**src/rtl/stack_arbiter.sv**
```systemverilog
// stack_arbiter: round-robin arbiter sharing one LIFO stack between N_REQ
// requesters. Each granted request becomes one push or pop strobe on the
// stack port, followed by a one-cycle response to the granted requester.
// Optional feature macro: STACK_ARB_ERR_EN. When it is defined, a push on a
// full stack or a pop on an empty stack is granted and answered with
// resp_err instead of waiting for the flag to clear.
module stack_arbiter #(
  parameter int N_REQ    = 4,
  parameter int WORD_LEN = 8
) (
  input  logic                      clk,
  input  logic                      rstn,
  input  logic [N_REQ-1:0]          req_valid,
  input  logic [N_REQ-1:0]          req_op,
  input  logic [N_REQ*WORD_LEN-1:0] req_data,
  output logic [N_REQ-1:0]          resp_valid,
  output logic [WORD_LEN-1:0]       resp_data,
  output logic                      resp_err,
  output logic                      busy,
  output logic                      stk_push,
  output logic                      stk_pop,
  output logic [WORD_LEN-1:0]       stk_data_in,
  input  logic [WORD_LEN-1:0]       stk_data_out,
  input  logic                      stk_full,
  input  logic                      stk_empty
);

  localparam int IDX_W = (N_REQ > 1) ? $clog2(N_REQ) : 1;
  localparam logic [IDX_W-1:0] LAST_IDX = IDX_W'(N_REQ - 1);
  localparam logic [N_REQ-1:0] ONE_HOT0 = {{(N_REQ-1){1'b0}}, 1'b1};

  typedef enum logic [1:0] {
    S_IDLE,
    S_ISSUE,
    S_RESP
  } state_t;

  state_t state;
  state_t state_next;

  logic [IDX_W-1:0]    grant_idx;
  logic [IDX_W-1:0]    last_grant;
  logic                grant_op;
  logic                grant_err;
  logic [WORD_LEN-1:0] grant_data;

  logic [N_REQ-1:0]    eligible;
  logic [IDX_W-1:0]    cand;
  logic [IDX_W-1:0]    pick_idx;
  logic                pick_found;
  logic                pick_err;
  logic [WORD_LEN-1:0] req_words [N_REQ];

  // Split the flat push-data bus into one word per requester.
  always_comb begin
    for (int i = 0; i < N_REQ; i++) begin
      req_words[i] = req_data[i*WORD_LEN +: WORD_LEN];
    end
  end

  // Decide which pending requests may be granted given the stack flags.
  always_comb begin
    eligible = '0;
    for (int i = 0; i < N_REQ; i++) begin
`ifdef STACK_ARB_ERR_EN
      eligible[i] = req_valid[i];
`else
      eligible[i] = req_valid[i] && (req_op[i] ? !stk_empty : !stk_full);
`endif
    end
  end

  // Round-robin search starting just after the last granted requester.
  always_comb begin
    pick_found = 1'b0;
    pick_idx   = last_grant;
    cand       = last_grant;
    for (int k = 0; k < N_REQ; k++) begin
      cand = (cand == LAST_IDX) ? '0 : cand + 1'b1;
      if (!pick_found && eligible[cand]) begin
        pick_found = 1'b1;
        pick_idx   = cand;
      end
    end
  end

  // Flag a refused op at grant time; flags are stable while idle.
  always_comb begin
`ifdef STACK_ARB_ERR_EN
    pick_err = req_op[pick_idx] ? stk_empty : stk_full;
`else
    pick_err = 1'b0;
`endif
  end

  // FSM state register.
  always_ff @(posedge clk or negedge rstn) begin
    if (!rstn) begin
      state <= S_IDLE;
    end else begin
      state <= state_next;
    end
  end

  // Capture the winning request so later requester changes cannot disturb it.
  always_ff @(posedge clk or negedge rstn) begin
    if (!rstn) begin
      grant_idx  <= '0;
      grant_op   <= 1'b0;
      grant_err  <= 1'b0;
      grant_data <= '0;
      last_grant <= LAST_IDX;
    end else if (state == S_IDLE && pick_found) begin
      grant_idx  <= pick_idx;
      grant_op   <= req_op[pick_idx];
      grant_err  <= pick_err;
      grant_data <= req_words[pick_idx];
      last_grant <= pick_idx;
    end
  end

  // Next-state and output decode; every output is zero while idle.
  always_comb begin
    state_next  = state;
    resp_valid  = '0;
    resp_data   = '0;
    resp_err    = 1'b0;
    busy        = 1'b0;
    stk_push    = 1'b0;
    stk_pop     = 1'b0;
    stk_data_in = '0;
    case (state)
      S_IDLE: begin
        if (pick_found) begin
          state_next = S_ISSUE;
        end
      end
      S_ISSUE: begin
        busy = 1'b1;
        if (!grant_err) begin
          stk_push = !grant_op;
          stk_pop  = grant_op;
          if (!grant_op) begin
            stk_data_in = grant_data;
          end
        end
        state_next = S_RESP;
      end
      S_RESP: begin
        busy       = 1'b1;
        resp_valid = ONE_HOT0 << grant_idx;
        resp_err   = grant_err;
        if (grant_op && !grant_err) begin
          resp_data = stk_data_out;
        end
        state_next = S_IDLE;
      end
      default: begin
        state_next = S_IDLE;
      end
    endcase
  end

endmodule
```
**config.mk**
```make
export PLATFORM = sky130hd
export DESIGN_NAME = stack_arbiter
export DESIGN_NICKNAME = d
export VERILOG_FILES = /design/src/rtl/stack_arbiter.sv
export SDC_FILE = /design/constraint.sdc
export NUM_CORES = 1
export LEC_CHECK = 0
export ABC_CLOCK_PERIOD_IN_PS = 2500
export CAP_MARGIN = 20
export CORE_AREA = 2 2 78 80
export DETAILED_ROUTE_END_ITERATION = 10
export DIE_AREA = 0 0 80 82
export GPL_TIMING_DRIVEN = 0
export HOLD_SLACK_MARGIN = 0.08
export PLACE_DENSITY = 0.71
export SYNTH_ARGS = -nofsm -noshare
export SYNTH_HDL_FRONTEND = slang
export SYNTH_SLANG_ARGS = --single-unit
```
**constraint.sdc**
```tcl
create_clock -name clk -period 2.5 [get_ports clk]
set_input_delay 0.5 -clock clk [delete_from_list [all_inputs] [get_ports clk]]
set_output_delay 0.5 -clock clk [all_outputs]
set_load 0.1 [all_outputs]
```
==> flow_summary_export.csv <==
group,metric,value,unit
routing,drc,0,
pwr,powerDensity,1330,nW/µm²
cts,clockRootBuffer,"clkbuf_8",
synthesis,avgSynthCellArea,7.16,µm²
status,status,"complete, no violations",
layout,mostFrequentLayoutCells,"nand2_1, clkdlybuf4s50_1, nand3_1",
routing,drtIter0Drc,367,
sta,finalSetupTns,0,ps
routing,antenna_left,0,
placement,place_hpwl,5730,µm
critical_path,cp-end-kind,"flop",
layout,area_growth,48.9,%
pwr,max-vdd-ir-drop,0.000648,V
critical_path,crit_chain,"clkdlybuf4s50_1 -> a22oi_1 -> nor2_2 -> nor2_2 -> nand2_1 -> nand2_1 -> buf_4 -> a311oi_2 -> nand4bb_1",
cts,numCtsBuffers,3,
routing,wl_per_cell,17.1,µm
critical_path,startpoint_type,"input port",
cts,clock-sinks,15,
sta,worst_pin_slew,968,ps
sta,hold_viol,0,
sta,finalCriticalPeriod,2480,ps
placement,numPortBuffers,74,
critical_path,required,2680,ps
critical_path,cp_max_fo,10,
sta,max_freq,403,MHz
placement,gp_congestion,0.811,
placement,dpl.cell_count,461,
sta,finalSetupViolations,0,
cts,clkTransAtPathRegs,60,ps
cts,h-tree-depth,1,
global_routing,grt_pass1_wl,12300,µm
global_routing,first_global_vias,2521,
pwr,p_seq_frac,0.104,
floorplanning,initial_core_util,0.389,
synthesis,synth-seq-cells,15,
routing,first_pass_iters,5,
synthesis,syn_area,2230,µm²
synthesis,yosysWarnings,0,
layout,diodes,0,
cts,insertion_delay,250,ps
pwr,p_leak,1.48,nW
pwr,p_int,0.00182,W
floorplanning,dieArea,6560,µm²
global_routing,grt_max_degree,16,
synthesis,synth_top_flop_cell,"dfrtp_1",
pwr,pwr-share-comb,0.851,
layout,fin_cells,476,
cts,clockBufferDepth,2,
hold_path,min_path_cells,2,
cts,hold_buffers,0,
floorplanning,die-height,82,µm
run,cap_violations,0,
sta,maxSlewViolCount,0,
pwr,p_clk_frac,0.045,
pwr,p_sw_frac,0.588,
floorplanning,ios,76,
critical_path,worst-endpoint-arrival,2660,ps
layout,nets,458,
pwr,finalPower,0.00442,W
synthesis,synth_edf_count,0,
sta,max-slew-margin-rel,0.357,
sta,post-route-period-util,0.993,
synthesis,async_reset_ff_frac,1.00,
global_routing,grt-ovfl-total,0,
synthesis,netlist-cell-type-count,45,
hold_path,hp-class,"flop to flop",
sta,whs,500,ps
layout,final_util,0.579,
floorplanning,core_area,5750,µm²
cts,cts_tree,"done",
layout,drive_gt1_frac,0.269,
pwr,p_sw,0.00260,W
critical_path,max_stage_delay,570,ps
layout,layout_commonest_cell,"nand2_1",
synthesis,syn_inst,312,
floorplanning,die_w,80,µm
global_routing,antenna_found_initial,0,
critical_path,crit_slowest_cell,"clkdlybuf4s50_1",
sta,finClkSkew,5.88,ps
floorplanning,fp-row-count,28,
critical_path,reg2reg_depth,12,
synthesis,seq_area_frac_synth,0.169,
critical_path,worstSetupPathType,"input port to flop",
routing,drt-total-wl,8130,µm
routing,routed-via-count,2872,
global_routing,grt.total_usage,0.231,
synthesis,synth_fp_nets,368,
routing,via_per_inst,6.03,
[final timing paths]
path | startpoint | endpoint | slack, ps
setup / recovery | req_valid[0] | grant_data[7] | 20
hold / removal | grant_data[7] | grant_data[7] | 500
setup reg to reg | last_grant[0] | grant_op | 40
hold reg to reg | grant_data[7] | grant_data[7] | 500
max in group asynchronous | rstn | grant_op | 1330
min in group asynchronous | rstn | grant_data[6] | 690
[per-stage QoR]
stage | area (µm²) | setup slack [ps]
2_1_floorplan | 2280 | 9.17
3_3_place_gp | 3120 | -1100
3_5_place_dp | 3120 | -1130
4_1_cts | 3390 | 14.9
5_1_grt | 3330 | -15.3
6_report | 3330 | 17.3
[cell families after synthesis]
family,Yosys count,synth area share
multiplexers,7,0.0375
buffers and inverters,53,0.105
AND/OR/NAND/NOR,152,0.374
other,1,0.00168
adder cells (fa/ha/maj),4,0.0224
flip-flops,15,0.169
AO/OA/AOI/OAI,80,0.291
[final cells by class]
type / instances / area (µm²)
flip-flops and latches: 15 / 378
clock buffers: 4 / 45.0
well taps: 75 / 93.8
multi-input cells: 245 / 1820
plain buffers: 25 / 168
repair buffers: 88 / 734
inverters: 24 / 90.1
fillers: 537 / 2420
[repair_timing]
action / 4_1_cts / 5_1_grt
endpoints found under the setup margin: 36 / 29
cloned: 0 / 1
pin swaps: 10 / 8
resized for setup: 117 / 70
buffers inserted: 12 / 2
[synthesized netlist by cell type, types with 2 or more instances]
cell       instances  area share
inv_1             24       0.040
and3_1             9       0.025
nor3b_1            4       0.013
a22oi_1            4       0.013
a2111oi_4          2       0.025
dfstp_2            2       0.024
nor2_1             7       0.012
nand3_1           32       0.072
buf_6              3       0.015
a21oi_1            5       0.011
o21ai_0            2      0.0045
and4_1             9       0.035
nand2b_1           3      0.0084
a311oi_1          16       0.063
a21o_1             9       0.030
mux2i_1            5       0.022
and2_1            14       0.039
a311o_1            4       0.018
nor3_1             3      0.0067
buf_2              7       0.016
nand2_1           50       0.084
nand4bb_1          8       0.040
o21bai_1           9       0.030
clkbuf_1          17       0.029
o21ai_1            3      0.0067
a211o_1            9       0.035
o22ai_1           10       0.028
dfrtp_1           13        0.15
nand4_1           10       0.028
ha_1               4       0.022
[state kept, by name, indices dropped and copies added (netlist names)]
signal      flops
state           2
grant_idx       2
grant_op        1
grant_data      8
last_grant      2
[power by group through the flow]
stage	sequential (W)	combinational [W]	clock, W
after CTS	0.000459	0.00361	0.000207
final	0.000458	0.00376	0.000200
after global routing	0.000475	0.00397	0.000221
after floorplan	0.000450	0.00255	0
after global placement	0.000473	0.00332	0
after detailed placement	0.000478	0.00336	0
[per-layer routing]
metal	part of all wire	global-route usage
met5	0	0
met4	0.012	0.0576
met3	0.091	0.0231
met2	0.46	0.375
met1	0.44	0.328
[worst max-delay path: cells and delay by family]
kind,cells,cell delay [ps]
AND/OR/NAND/NOR,5,840
buffers and inverters,2,820
AO/OA/AOI/OAI,2,480
(Power assumes the default switching activity.)
